===== src/rtl/mp3_pkg.sv =====
// mp3_pkg: shared state encoding and SCI constants for the VS1003 bus scheduler.
package mp3_pkg;

    typedef enum logic [2:0] {
        ST_IDLE,
        ST_ARB,
        ST_SCI_ISSUE,
        ST_SCI_WAIT,
        ST_RST_DREQ,
        ST_SDI_ISSUE,
        ST_SDI_WAIT
    } state_t;

    localparam logic [7:0]  SCI_WRITE_OP = 8'h02;
    localparam logic [7:0]  MODE_ADDR    = 8'h00;
    localparam logic [15:0] MUTE_VOL     = 16'hFEFE;
    localparam logic [15:0] DEFAULT_VOL  = 16'h2020;

    function automatic logic [31:0] sci_word(
        input logic [7:0]  addr,
        input logic [15:0] data
    );
        return {SCI_WRITE_OP, addr, data};
    endfunction

endpackage


===== src/rtl/mp3_req_latch.sv =====
// mp3_req_latch: pending flags and operand capture for volume and track-change requests.
// With MP3_PAUSE_MUTE_EN, pause edges also schedule mute/restore volume writes.
module mp3_req_latch
    import mp3_pkg::*;
(
    input  logic        MP3_SCLK,
    input  logic        RESET,
    input  logic        vol_req,
    input  logic [15:0] vol_value,
    input  logic        next_req,
`ifdef MP3_PAUSE_MUTE_EN
    input  logic        susp,
`endif
    input  logic        clr_vol,
    input  logic        clr_rst,
    output logic        vol_pend,
    output logic [15:0] vol_word,
    output logic        rst_pend
);

`ifdef MP3_PAUSE_MUTE_EN
    logic        susp_q;
    logic [15:0] last_vol;
`endif

    // A new request in the same cycle as a grant wins over the clear.
    always_ff @(posedge MP3_SCLK) begin
        if (RESET) begin
            vol_pend <= 1'b0;
            vol_word <= '0;
            rst_pend <= 1'b0;
`ifdef MP3_PAUSE_MUTE_EN
            susp_q   <= 1'b0;
            last_vol <= DEFAULT_VOL;
`endif
        end else begin
            if (clr_rst)
                rst_pend <= 1'b0;
            if (next_req)
                rst_pend <= 1'b1;
            if (clr_vol)
                vol_pend <= 1'b0;
`ifdef MP3_PAUSE_MUTE_EN
            susp_q <= susp;
            if (susp && !susp_q) begin
                vol_pend <= 1'b1;
                vol_word <= MUTE_VOL;
            end else if (!susp && susp_q) begin
                vol_pend <= 1'b1;
                vol_word <= last_vol;
            end
`endif
            if (vol_req) begin
                vol_pend <= 1'b1;
                vol_word <= vol_value;
`ifdef MP3_PAUSE_MUTE_EN
                last_vol <= vol_value;
`endif
            end
        end
    end

endmodule


===== src/rtl/mp3_bus_sched.sv =====
// mp3_bus_sched: VS1003 SPI transaction scheduler (soft reset, SCI volume, SDI bursts).
// Optional MP3_PAUSE_MUTE_EN: mute/restore volume writes on pause edges.
module mp3_bus_sched
    import mp3_pkg::*;
#(
    parameter int          BURST_LEN     = 32,
    parameter logic [7:0]  VOL_ADDR      = 8'h0B,
    parameter logic [15:0] MODE_RST_WORD = 16'h0804
) (
    input  logic        MP3_SCLK,
    input  logic        RESET,
    input  logic        IS_SUSPENDING,
    input  logic        DREQ,
    input  logic        VOL_REQ,
    input  logic [15:0] VOL_VALUE,
    input  logic        NEXT_REQ,
    input  logic        DATA_VALID,
    input  logic [7:0]  DATA_BYTE,
    output logic        DATA_TAKE,
    output logic        TRACK_NEXT,
    output logic        SPI_START,
    output logic        SPI_SCI,
    output logic [31:0] SPI_WORD,
    output logic [5:0]  SPI_BITS,
    input  logic        SPI_DONE,
    output logic        BUSY
);

    localparam int            CW = $clog2(BURST_LEN + 1);
    localparam logic [CW-1:0] BL = CW'(BURST_LEN);

    state_t        state;
    logic [CW-1:0] burst_cnt;
    logic          sci_rst;
    logic          dreq_q;
    logic          seen_hi;
    logic          trk;

    logic          vol_pend;
    logic [15:0]   vol_word;
    logic          rst_pend;

    logic          burst_open;
    logic          arb_pt;
    logic          g_rst;
    logic          g_vol;
    logic          g_dat;

    mp3_req_latch u_req (
        .MP3_SCLK  (MP3_SCLK),
        .RESET     (RESET),
        .vol_req   (VOL_REQ),
        .vol_value (VOL_VALUE),
        .next_req  (NEXT_REQ),
`ifdef MP3_PAUSE_MUTE_EN
        .susp      (IS_SUSPENDING),
`endif
        .clr_vol   (arb_pt && g_vol),
        .clr_rst   (arb_pt && g_rst),
        .vol_pend  (vol_pend),
        .vol_word  (vol_word),
        .rst_pend  (rst_pend)
    );

    // A pending track change closes the burst so the reset write can go next.
    assign burst_open = (burst_cnt != '0) && (burst_cnt != BL) && !rst_pend;

    assign g_rst = rst_pend && DREQ;
    assign g_vol = !rst_pend && vol_pend && DREQ && !burst_open;
    assign g_dat = !rst_pend && !g_vol && DATA_VALID
                 && (burst_open || (DREQ && !IS_SUSPENDING));

    assign arb_pt = (state == ST_IDLE) || (state == ST_ARB)
                 || ((state == ST_SDI_WAIT) && SPI_DONE)
                 || ((state == ST_SCI_WAIT) && SPI_DONE && !sci_rst);

    always_ff @(posedge MP3_SCLK) begin
        if (RESET) begin
            state     <= ST_IDLE;
            burst_cnt <= '0;
            sci_rst   <= 1'b0;
            dreq_q    <= 1'b0;
            seen_hi   <= 1'b0;
            trk       <= 1'b0;
            SPI_SCI   <= 1'b0;
            SPI_WORD  <= '0;
            SPI_BITS  <= '0;
        end else begin
            dreq_q <= DREQ;
            trk    <= 1'b0;
            unique case (state)
                ST_SCI_ISSUE: state <= ST_SCI_WAIT;
                ST_SDI_ISSUE: state <= ST_SDI_WAIT;
                ST_SCI_WAIT: begin
                    if (SPI_DONE && sci_rst) begin
                        state   <= ST_RST_DREQ;
                        seen_hi <= 1'b0;
                    end
                end
                // Leave on a DREQ rising edge or two high samples in a row.
                ST_RST_DREQ: begin
                    seen_hi <= DREQ;
                    if (DREQ && (!dreq_q || seen_hi)) begin
                        trk       <= 1'b1;
                        burst_cnt <= '0;
                        state     <= ST_IDLE;
                    end
                end
                default: ;
            endcase
            if (arb_pt) begin
                if (g_rst) begin
                    state     <= ST_SCI_ISSUE;
                    sci_rst   <= 1'b1;
                    burst_cnt <= '0;
                    SPI_SCI   <= 1'b1;
                    SPI_BITS  <= 6'd32;
                    SPI_WORD  <= sci_word(MODE_ADDR, MODE_RST_WORD);
                end else if (g_vol) begin
                    state    <= ST_SCI_ISSUE;
                    sci_rst  <= 1'b0;
                    SPI_SCI  <= 1'b1;
                    SPI_BITS <= 6'd32;
                    SPI_WORD <= sci_word(VOL_ADDR, vol_word);
                end else if (g_dat) begin
                    state     <= ST_SDI_ISSUE;
                    burst_cnt <= burst_open ? burst_cnt + CW'(1) : CW'(1);
                    SPI_SCI   <= 1'b0;
                    SPI_BITS  <= 6'd8;
                    SPI_WORD  <= {24'h0, DATA_BYTE};
                end else begin
                    state <= burst_open ? ST_ARB : ST_IDLE;
                end
            end
        end
    end

    assign SPI_START  = (state == ST_SCI_ISSUE) || (state == ST_SDI_ISSUE);
    assign DATA_TAKE  = (state == ST_SDI_ISSUE);
    assign TRACK_NEXT = trk;
    assign BUSY       = ((state != ST_IDLE) && (state != ST_ARB)) || rst_pend;

endmodule


===== config.mk =====
export PLATFORM = sky130hd
export DESIGN_NAME = mp3_bus_sched
export DESIGN_NICKNAME = d
export VERILOG_FILES = /design/src/rtl/mp3_pkg.sv /design/src/rtl/mp3_req_latch.sv /design/src/rtl/mp3_bus_sched.sv
export SDC_FILE = /design/constraint.sdc
export NUM_CORES = 1
export LEC_CHECK = 0
export BUFFER_PORTS_ARGS = -buffer_cell sky130_fd_sc_hd__buf_2
export CORE_MARGIN = 4
export CORE_UTILIZATION = 50
export CTS_CLUSTER_DIAMETER = 80
export DETAILED_ROUTE_END_ITERATION = 10
export MAX_ROUTING_LAYER = met4
export PLACE_DENSITY = 0.78
export SLEW_MARGIN = 20
export SYNTH_ARGS = -nofsm -noshare
export SYNTH_HDL_FRONTEND = slang
export SYNTH_SLANG_ARGS = --single-unit

===== constraint.sdc =====
create_clock -name MP3_SCLK -period 4.3 [get_ports MP3_SCLK]
set_clock_uncertainty 0.15 [all_clocks]
set_input_delay 0.43 -clock MP3_SCLK [delete_from_list [all_inputs] [get_ports MP3_SCLK]]
set_output_delay 0.43 -clock MP3_SCLK [all_outputs]
set_load 0.05 [all_outputs]

==> flow_summary_export.csv, run 1 <==
group,metric,value,unit
worst_setup_path,max_stage_delay,0.69,ns
cts,cts_post_setup_buffers_inserted,0,
timing,period_share,58.2,%
drt,first_iter_violations,115,
drt,wirelength,5350,um
worst_setup_path,critical_path.cell_chain,"inv_1 > ha_1 > or4b_4 > o21ai_2 > a31o_1 > mux2i_1",
power,p_clk_share,27.7,%
worst_setup_path,cp-start-kind,"flip-flop",
global_routing,grt_pass1_vias,1913,
timing,final_critical_path_setup_slack,1.80,ns
worst_setup_path,reg2reg_setup_slack,1.80,ns
cts,cts_buffers,5,
flow_run,timing.max_cap.violations,0,
worst_setup_path,worstPathRequired,4.38,ns
floorplan,fp.dieW,78.6,um
timing,timing.setup.tns,0,ns
timing,slew_viol_final,0,
synth,post_synth_instance_area,0.00249,mm2
drt,avgRoutedWirePerCell,13.9,um
placed_design,dpl_worst_slack,1.80,ns
hold_path,timing.hold.worst_path_depth,3,
synth,netlist.area_leader.share,39.4,%
synth,syn_inst,278,
floorplan,initial_utilization,52.1,%
finish,areaGrowthSynthToFinish,11.3,%
power,post-layout-total-power,1020,uW
worst_setup_path,critPathCaptureType,"flip-flop",
synth,synth.lib_cells_used.distinct,47,
floorplan,num_io_pins,75,
global_routing,global_route.overflow_total,0,
timing,setup_repair_after_global_routing_missed_its_margin,"no",
cts,tritoncts_clock_tree,"done",
synth,synth.ff_latch_count,49,
synth,synth.most_common_cell,"sky130_fd_sc_hd__dfxtp_1",
worst_setup_path,timing.rr.end,"SPI_WORD[4]",
global_routing,gr-usage-all-layers,18.1,%
drt,vias_after_detailed_routing,2080,
synth,synthTopCellsByArea,"sky130_fd_sc_hd__dfxtp_1 39%, sky130_fd_sc_hd__mux2i_1 9.6%, sky130_fd_sc_hd__buf_4 6.0%, sky130_fd_sc_hd__nor2_1 3.6%, sky130_fd_sc_hd__o211ai_1 3.0%",
power,power_report.internal_total,677,uW
hold_path,min_from,"VOL_VALUE[10]",
drt,drt_pass1_iterations,4,
power,power-per-cell-area,366,mW/mm2
synth,synthesis.area_per_instance,8.96,um2
timing,max_slew.worst_pin.slew,0.834,ns
placed_design,postPlaceCellArea,0.00267,mm2
timing,timing_hold_violations_final,0,
drt,routed_via_density,5.39,
cts,worst_setup_hold_path_clk_slew,0.09,ns
worst_setup_path,worstRegToRegCells,6,
power,switching_share,33.4,%
timing,slew_headroom,44.4,%
cts,cts_resized,0,
timing,max_freq,400,MHz
worst_setup_path,critical-path-slowest-cell,"sky130_fd_sc_hd__a31o_1",
cts,cts_max_level,2,
placed_design,gpl.final_weighted_congestion,0.842,
finish,insertedDiodeCount,0,
power,power_leakage,0.00125,uW
power,pwr-share-comb,23.1,%
synth,synth_flop_cell,"sky130_fd_sc_hd__dfxtp_1",
timing,timing.final.setup_violations,0,
worst_setup_path,critPathTopFamily,"compound AO/OA/AOI/OAI gates",
placed_design,port_buffers,58,
synth,synth_edf_count,0,
floorplan,die_h,78.6,um
power,p_switching,339,uW
placed_design,dp.final_hpwl,3750,um
synth,synth_seq_area_share,39.4,%
cts,numClockSinks,49,
power,power.ir.vdd_worst,0.000235,V
finish,final_layout_size_suffix_gt1_share,23.5,%
worst_setup_path,r2r-start,"burst_cnt[0]",
worst_setup_path,crit_path_buf_inv_count,1,
floorplan,placementRows,25,
hold_path,min_path_type,"input pin to flip-flop",
run_status,status,"completed",
synth,ys.warnings.count,0,
worst_setup_path,crit_arrival,2.58,ns
cts,cts.hold.buffers_added,0,
cts,cts_buffer_depth,2,
synth,synth_largest_area_cell,"sky130_fd_sc_hd__dfxtp_1",
timing,fin_hold_ws,0.209,ns
power,power.sequential.fraction,49.2,%
timing,timing.final.crit_period,2.50,ns
synth,netlist_top_cells_count,"49 x sky130_fd_sc_hd__dfxtp_1, 24 x sky130_fd_sc_hd__mux2i_1, 24 x sky130_fd_sc_hd__nor2_1",
finish,stdcell_area,0.00277,mm2
worst_setup_path,ws_path_type,"flip-flop to flip-flop",
global_routing,pin_count_of_the_biggest_net_entering_global_routing,47,
cts,latest_clock_arrival_within_the_worst_skew_pair,0.30,ns
drt,antenna_left,0,
hold_path,worstHoldEndpoint,"u_req.vol_word[10]",
drt,drc,0,
worst_setup_path,critPathMaxFanout,17,
finish,nets,352,
synth,async_flop_share,0,%
global_routing,antenna_found_initial,0,
global_routing,first_pass_grt_wire_length,8830,um
floorplan,core,0.00479,mm2
cts,clock-root-buffer,"sky130_fd_sc_hd__clkbuf_8",
floorplan,design.die.area,0.00618,mm2
## through the flow
step | util, % | cells
floorplan | - | 293
global placement | 55.8 | 378
detailed placement | 55.8 | 378
CTS | 57.8 | 386
global route | 57.9 | 386
finish | 57.9 | 386
## worst max path at each step
stage,startpoint,endpoint,slack [ns],cells after the start
finish,burst_cnt[0],SPI_WORD[4],1.80,6
global route,burst_cnt[0],SPI_WORD[4],1.67,6
CTS,burst_cnt[0],SPI_WORD[4],1.79,6
detailed placement,burst_cnt[0],SPI_WORD[6],1.80,6
global placement,burst_cnt[0],SPI_WORD[0],1.90,6
floorplan,state[2],SPI_START,2.07,4
## kinds of logic after synthesis
logic type,Yosys count,share of synthesized area [%]
multiplexers,24,9.64
AO/OA/AOI/OAI,65,18.6
AND/OR/NAND/NOR,89,19.7
buffers and inverters,48,11.6
other,1,0.151
adder cells (fa/ha/maj),2,1.00
flip-flops,49,39.4
## final cells by class
class | count | area, um2
flip-flops and latches | 49 | 981
repair buffers | 60 | 305
inverters | 6 | 22.5
multi-input cells | 196 | 1280
clock inverters | 2 | 13.8
fillers | 448 | 2010
well taps | 67 | 83.8
clock buffers | 6 | 82.6
## placed cells by master (no fill, tap or decap), types with 2 or more instances in the layout
cell	n
sky130_fd_sc_hd__o211ai_1	10
sky130_fd_sc_hd__nor3_1	4
sky130_fd_sc_hd__mux2i_1	24
sky130_fd_sc_hd__or4b_1	2
sky130_fd_sc_hd__dfxtp_1	49
sky130_fd_sc_hd__buf_4	2
sky130_fd_sc_hd__buf_2	58
sky130_fd_sc_hd__nand3_1	11
sky130_fd_sc_hd__or3_1	5
sky130_fd_sc_hd__nand2b_1	3
sky130_fd_sc_hd__o21ai_0	9
sky130_fd_sc_hd__nor2_1	24
sky130_fd_sc_hd__nor2b_1	11
sky130_fd_sc_hd__conb_1	16
sky130_fd_sc_hd__a31oi_1	4
sky130_fd_sc_hd__nor3b_1	2
sky130_fd_sc_hd__a31o_1	3
sky130_fd_sc_hd__a21oi_1	12
sky130_fd_sc_hd__a21o_1	9
sky130_fd_sc_hd__and2_1	2
sky130_fd_sc_hd__inv_1	6
sky130_fd_sc_hd__clkbuf_8	6
sky130_fd_sc_hd__a211oi_1	2
sky130_fd_sc_hd__ha_1	2
sky130_fd_sc_hd__a211o_1	2
sky130_fd_sc_hd__a32o_1	7
sky130_fd_sc_hd__nand2_1	14
## flip-flops by register name (all words and copies together), names as in the netlist
| name | flops |
|---|---|
| burst_cnt | 5 |
| SPI_WORD | 17 |
| dreq_q | 1 |
| state | 3 |
| u_req.vol_word | 16 |
| u_req.vol_pend | 1 |
| sci_rst | 1 |
| SPI_BITS | 2 |
| seen_hi | 1 |
| TRACK_NEXT | 1 |
| u_req.rst_pend | 1 |
## power groups by stage
stage | sequential [uW] | clock, uW | combinational, uW
after floorplan | 536 | 0 | 178
after global placement | 509 | 0 | 230
after detailed placement | 510 | 0 | 233
after CTS | 500 | 291 | 233
after global routing | 504 | 311 | 252
final | 500 | 282 | 234
## metal layers
layer	track usage [%]	vias up	routed length (um)
li1	-	1036	-
met1	23.5	973	2440
met2	28.6	65	2510
met3	3.78	6	349
met4	4.72	0	51
met5	-	-	0
## tightest hold or removal path: cells and delay by family
kind	cells	cell delay, ns
and+or+nand+nor	1	0.07
buffers and inverters	1	0.07
muxes	1	0.05
Note: power is estimated with default switching activity, not from simulation.
==> run 2, diff against run 1 <==
==> constraint.sdc (replaced) <==
create_clock -name MP3_SCLK -period 2.5 [get_ports MP3_SCLK]
set_clock_uncertainty 0.15 [all_clocks]
set_input_delay 0.25 -clock MP3_SCLK [delete_from_list [all_inputs] [get_ports MP3_SCLK]]
set_output_delay 0.25 -clock MP3_SCLK [all_outputs]
set_load 0.05 [all_outputs]
==> run 2 against run 1 <==
  * Core utilization is 1.0 points higher
  * First-iteration DRC count is 3.5% lower
  * Die area stayed put
  * Fmax is 11% higher
==> flow_summary_export.csv, run 2 (synthesized netlist as in run 1, its figures left out) <==
group,metric,value,unit
run_status,status,"completed",
cts,worst_setup_hold_path_clk_slew,0.09,ns
finish,commonest_non_fill_non_tap_cell_in_the_layout,"sky130_fd_sc_hd__buf_2",
drt,drc,0,
worst_setup_path,reg2reg_setup_slack,0.24,ns
power,post-layout-total-power,1790,uW
drt,vias_after_detailed_routing,2112,
floorplan,num_io_pins,75,
drt,wirelength,5530,um
global_routing,gr-usage-all-layers,19.5,%
drt,first_iter_violations,111,
power,power-per-cell-area,633,mW/mm2
finish,largest_regs,"SPI_WORD x17, u_req.vol_word x16, burst_cnt x5",
placed_design,dp.final_hpwl,3940,um
cts,numClockSinks,49,
floorplan,die_h,78.6,um
finish,fin_util,59.0,%
worst_setup_path,max_stage_delay,0.56,ns
timing,period_share,90.2,%
cts,cts_max_level,2,
power,power.ir.vdd_worst,0.000429,V
finish,number_of_inserted_filler_cells_in_the_final_layout,430,
hold_path,min_from,"NEXT_REQ",
floorplan,design.die.area,0.00618,mm2
floorplan,initial_utilization,52.1,%
placed_design,placed_cells,383,
power,pwr-share-comb,23.4,%
hold_path,timing.hold.worst_path_depth,3,
finish,areaGrowthSynthToFinish,13.3,%
worst_setup_path,worstPathRequired,2.60,ns
cts,cts_post_setup_buffers_inserted,0,
placed_design,port_buffers,58,
global_routing,grt_pass1_vias,1992,
power,p_switching,605,uW
power,power.sequential.fraction,48.1,%
power,switching_share,33.9,%
worst_setup_path,r2r-start,"burst_cnt[0]",
timing,slew_viol_final,0,
cts,tritoncts_clock_tree,"done",
drt,antenna_left,0,
drt,routed_via_density,5.40,
worst_setup_path,critical-path-slowest-cell,"sky130_fd_sc_hd__or4b_4",
power,power_leakage,0.00128,uW
cts,clock-root-buffer,"sky130_fd_sc_hd__clkbuf_8",
worst_setup_path,critPathMaxFanout,13,
floorplan,fp.dieW,78.6,um
hold_path,min_path_type,"input pin to flip-flop",
cts,cts_buffers,5,
power,p_clk_share,28.5,%
cts,cts_resized,0,
timing,max_freq,443,MHz
global_routing,pin_count_of_the_biggest_net_entering_global_routing,46,
power,power_report.internal_total,1180,uW
drt,dr_wl_met3,386,um
cts,cts_buffer_depth,2,
finish,number_of_flip_flops_under_the_largest_register_name,17,
finish,final_layout_size_suffix_gt1_share,24.4,%
floorplan,placementRows,25,
worst_setup_path,ws_path_type,"flip-flop to flip-flop",
global_routing,first_pass_grt_wire_length,9240,um
global_routing,antenna_found_initial,0,
drt,detail_route.wirelength.met1,2450,um
hold_path,worstHoldEndpoint,"u_req.rst_pend",
timing,max_slew.worst_pin.slew,0.512,ns
worst_setup_path,crit_arrival,2.35,ns
worst_setup_path,cp-start-kind,"flip-flop",
cts,latest_clock_arrival_within_the_worst_skew_pair,0.31,ns
worst_setup_path,worstRegToRegCells,7,
worst_setup_path,critPathCaptureType,"flip-flop",
worst_setup_path,timing.rr.end,"SPI_WORD[7]",
drt,avgRoutedWirePerCell,14.2,um
drt,met2_length,2610,um
finish,final_cell_mix,"58 x sky130_fd_sc_hd__buf_2, 49 x sky130_fd_sc_hd__dfxtp_1, 24 x sky130_fd_sc_hd__nor2_1, 24 x sky130_fd_sc_hd__mux2i_1, 16 x sky130_fd_sc_hd__conb_1",
finish,nets,357,
drt,drt_pass1_iterations,4,
floorplan,core,0.00479,mm2
drt,highest-signal-layer,"met4",
timing,timing.final.setup_violations,0,
timing,timing.setup.tns,0,ns
timing,slew_headroom,65.9,%
worst_setup_path,critical_path.cell_chain,"inv_1 > ha_1 > or4b_4 > o21ai_2 > a31o_1 > buf_12 > mux2i_1",
timing,timing_hold_violations_final,0,
timing,setup_repair_after_global_routing_missed_its_margin,"no",
finish,post_layout_nonfiller_instances,391,
finish,top_reg_by_flops,"SPI_WORD",
placed_design,gpl.final_weighted_congestion,0.817,
flow_run,timing.max_cap.violations,0,
timing,timing.final.crit_period,2.26,ns
cts,cts.hold.buffers_added,0,
global_routing,global_route.overflow_total,0,
finish,insertedDiodeCount,0,
run 2: cell types whose count changed in the layout (fill, tap and decap cells not counted), sizes merged:
| cell | previous run | this run |
|---|---|---|
| clkinv | 2 | 1 |
| inv | 6 | 7 |
| buf | 60 | 65 |
run 2: through the flow:
step	instance area [um2]	hold WS, ns	setup WS (ns)
after floorplan	2550	0.217	0.446
after global placement	2720	0.302	0.332
after detailed placement	2720	0.297	0.268
after CTS	2820	0.00276	0.250
after global routing	2820	0.0101	0.128
final	2820	0.00326	0.245
run 2: layout make-up:
type / count / area (um2) / area share (%)
clock buffers: 6 / 82.6 / 2.93
flip-flops and latches: 49 / 981 / 34.8
repair buffers: 65 / 355 / 12.6
inverters: 6 / 22.5 / 0.798
multi-input cells: 196 / 1280 / 45.3
well taps: 67 / 83.8 / 2.97
clock inverters: 2 / 17.5 / 0.621
run 2: how the worst max path moves through the flow:
stage | slack, ns | start | endpoint | cells after the start
2_1_floorplan | 0.45 | state[2] | SPI_START | 4
3_3_place_gp | 0.33 | burst_cnt[0] | SPI_WORD[3] | 7
3_5_place_dp | 0.27 | burst_cnt[0] | SPI_WORD[7] | 7
4_1_cts | 0.25 | burst_cnt[0] | SPI_WORD[5] | 7
5_1_grt | 0.13 | burst_cnt[0] | SPI_WORD[7] | 7
6_report | 0.24 | burst_cnt[0] | SPI_WORD[7] | 7
run 2: power groups by stage:
stage | clock network [uW] | registers [uW] | logic, uW
after floorplan | 0 | 923 | 306
after global placement | 0 | 876 | 412
after detailed placement | 0 | 877 | 417
after CTS | 516 | 859 | 418
after global routing | 553 | 867 | 450
final | 509 | 860 | 418
run 2: routing by layer:
metal | track usage, % | up-vias
li1 | - | 1050
met1 | 23.4 | 976
met2 | 31.8 | 77
met3 | 4.13 | 9
met4 | 7.69 | 0
met5 | - | -
run 2: critical path, delay by kind of cell, from the launching register on:
| family | cells | cell delay, ns |
|---|---|---|
| compound gates | 2 | 0.52 |
| fa+ha+maj | 1 | 0.15 |
| buf+inv | 2 | 0.26 |
| flops | 1 | 0.36 |
| simple gates | 1 | 0.56 |
| mux | 1 | 0.19 |
==> run 3, diff against run 2 <==
--- a/config.mk
+++ b/config.mk
@@ -7,11 +7,10 @@
 export LEC_CHECK = 0
 export BUFFER_PORTS_ARGS = -buffer_cell sky130_fd_sc_hd__buf_2
 export CORE_MARGIN = 4
-export CORE_UTILIZATION = 50
+export CORE_UTILIZATION = 40
 export CTS_CLUSTER_DIAMETER = 80
 export DETAILED_ROUTE_END_ITERATION = 10
 export MAX_ROUTING_LAYER = met4
-export PLACE_DENSITY = 0.78
 export SLEW_MARGIN = 20
 export SYNTH_ARGS = -nofsm -noshare
 export SYNTH_HDL_FRONTEND = slang
==> run 3 against run 2 <==
  * Global-route usage shrank 3.4 points
  * Power grew 3.8%
  * Count of clock-buffer cells in the layout decreased by 1
  * Cell count rose by 2.8%
  * Final area is 2.0% higher
  * First-iteration DRC count down 8.1%
  * Setup slack better by 0.037 ns
  * Via count shrank 1.1%
  * Wire length is 4.6% higher
  * Combinational power rose by 3%
  * Die area up 22%
  * Largest power group unchanged
  * Hold slack improved by 0.021 ns
==> flow_summary_export.csv, run 3 (synthesized netlist as in run 1, its figures left out) <==
group,metric,value,unit
run_status,status,"completed",
finish,final_cell_mix,"58 x sky130_fd_sc_hd__buf_2, 49 x sky130_fd_sc_hd__dfxtp_1, 24 x sky130_fd_sc_hd__nor2_1, 24 x sky130_fd_sc_hd__mux2i_1, 16 x sky130_fd_sc_hd__conb_1",
finish,final_layout_size_suffix_gt1_share,25.1,%
global_routing,grt_pass1_vias,1979,
worst_setup_path,ws_path_type,"flip-flop to flip-flop",
floorplan,placementRows,28,
floorplan,design.die.area,0.00755,mm2
worst_setup_path,worstPathRequired,2.58,ns
timing,max_slew.worst_pin.slew,0.517,ns
worst_setup_path,critical_path.cell_chain,"inv_1 > ha_1 > or4b_4 > o21ai_2 > a31o_1 > buf_12 > mux2i_1",
timing,timing.final.setup_violations,0,
drt,first_iter_violations,102,
worst_setup_path,critical-path-slowest-cell,"sky130_fd_sc_hd__or4b_4",
timing,timing.final.crit_period,2.22,ns
power,power.ir.vdd_worst,0.000282,V
drt,vias_after_detailed_routing,2089,
power,power-per-cell-area,645,mW/mm2
power,p_switching,598,uW
timing,period_share,88.7,%
cts,cts_max_level,2,
worst_setup_path,max_stage_delay,0.57,ns
floorplan,die_h,86.9,um
drt,drt_pass1_iterations,4,
timing,setup_repair_after_global_routing_missed_its_margin,"no",
cts,cts_buffers,5,
drt,avgRoutedWirePerCell,14.4,um
power,power.sequential.fraction,46.1,%
drt,wirelength,5790,um
cts,numClockSinks,49,
worst_setup_path,critPathCaptureType,"flip-flop",
finish,nets,360,
global_routing,first_pass_grt_wire_length,9480,um
timing,timing_hold_violations_final,0,
finish,commonest_non_fill_non_tap_cell_in_the_layout,"sky130_fd_sc_hd__buf_2",
finish,number_of_flip_flops_under_the_largest_register_name,17,
cts,clock-root-buffer,"sky130_fd_sc_hd__clkbuf_8",
power,post-layout-total-power,1850,uW
placed_design,dp.final_hpwl,4040,um
power,switching_share,32.3,%
finish,number_of_inserted_filler_cells_in_the_final_layout,609,
global_routing,pin_count_of_the_biggest_net_entering_global_routing,46,
placed_design,port_buffers,58,
floorplan,fp.dieW,86.9,um
cts,worst_setup_hold_path_clk_slew,0.09,ns
finish,insertedDiodeCount,0,
finish,stdcell_area,0.00288,mm2
cts,cts_post_setup_buffers_inserted,0,
worst_setup_path,crit_arrival,2.30,ns
floorplan,initial_utilization,41.6,%
global_routing,global_route.overflow_total,0,
cts,tritoncts_clock_tree,"done",
finish,top_reg_by_flops,"SPI_WORD",
power,power_report.internal_total,1260,uW
floorplan,num_io_pins,75,
global_routing,gr-usage-all-layers,16.1,%
power,p_clk_share,30.7,%
timing,slew_headroom,65.5,%
flow_run,timing.max_cap.violations,0,
worst_setup_path,critPathMaxFanout,14,
power,power_leakage,0.00129,uW
cts,cts_buffer_depth,2,
hold_path,min_path_type,"input pin to flip-flop",
global_routing,antenna_found_initial,0,
drt,routed_via_density,5.20,
placed_design,postPlaceCellArea,0.00275,mm2
power,pwr-share-comb,23.2,%
finish,areaGrowthSynthToFinish,15.5,%
drt,antenna_left,0,
timing,max_freq,451,MHz
drt,drc,0,
floorplan,core,0.00599,mm2
cts,latest_clock_arrival_within_the_worst_skew_pair,0.30,ns
finish,largest_regs,"SPI_WORD x17, u_req.vol_word x16, burst_cnt x5",
worst_setup_path,cp-start-kind,"flip-flop",
placed_design,gpl.final_weighted_congestion,0.753,
timing,timing.setup.tns,0,ns
timing,slew_viol_final,0,
## run 3: cell count changes in the layout (fill, tap and decap cells not counted), sizes merged
cell	before	now
dlygate4sd3	0	1
clkinvlp	0	1
buf	65	67
inv	7	6
clkbuf	6	5
bufinv	0	1
## run 3: per-layer routing
layer | GRT usage (%) | up-vias | routed length [um]
li1 | - | 1054 | -
met3 | 3.31 | 5 | 346
met5 | - | - | 0
met1 | 22.1 | 962 | 2830
met2 | 23.9 | 68 | 2560
met4 | 4.67 | 0 | 51
## run 3: layout make-up
cell class / instances / area (um2) / area share [%]
inverters: 6 / 22.5 / 0.783
clock inverters: 3 / 46.3 / 1.61
multi-input cells: 196 / 1280 / 44.6
clock buffers: 5 / 68.8 / 2.39
repair buffers: 68 / 380 / 13.2
well taps: 75 / 93.8 / 3.26
flip-flops and latches: 49 / 981 / 34.1
## run 3: final timing paths
kind | start | to | slack [ns] | depth (start not counted)
max | burst_cnt[0] | SPI_WORD[5] | 0.28 | 7
min | VOL_VALUE[5] | u_req.vol_word[5] | 0.02 | 3
max reg2reg | burst_cnt[0] | SPI_WORD[5] | 0.28 | 7
min reg2reg | SPI_WORD[5] | SPI_WORD[5] | 0.32 | 2
## run 3: per-stage QoR
| step | instances | hold WS [ns] | setup WS [ns] | util (%) |
|---|---|---|---|---|
| floorplan | 293 | 0.217 | 0.446 | - |
| global placement | 393 | 0.297 | 0.307 | 45.8 |
| detailed placement | 393 | 0.302 | 0.241 | 45.8 |
| CTS | 402 | 0.0163 | 0.223 | 47.9 |
| global route | 402 | 0.0264 | 0.125 | 48.0 |
| finish | 402 | 0.0244 | 0.282 | 48.0 |
## run 3: what timing repair did
action                     in CTS  in global routing
hold endpoints to repair        1                  0
setup endpoints to repair       0                  2
hold buffers                    1                  0
gates resized for setup         0                  1
## run 3: worst max-delay path: cells and delay by family, from the launching register on
| kind | cells | cell delay (ns) |
|---|---|---|
| AOI/OAI and AO/OA | 2 | 0.51 |
| adders and majority gates | 1 | 0.14 |
| buffers and inverters | 2 | 0.26 |
| DFF | 1 | 0.35 |
| muxes | 1 | 0.18 |
| and+or+nand+nor | 1 | 0.57 |
## run 3: power groups by stage
stage / combinational (uW) / sequential [uW] / clock, uW
final: 430 / 855 / 569
after global routing: 463 / 862 / 622
after CTS: 430 / 855 / 590
after detailed placement: 427 / 873 / 0
after global placement: 425 / 873 / 0
after floorplan: 306 / 923 / 0
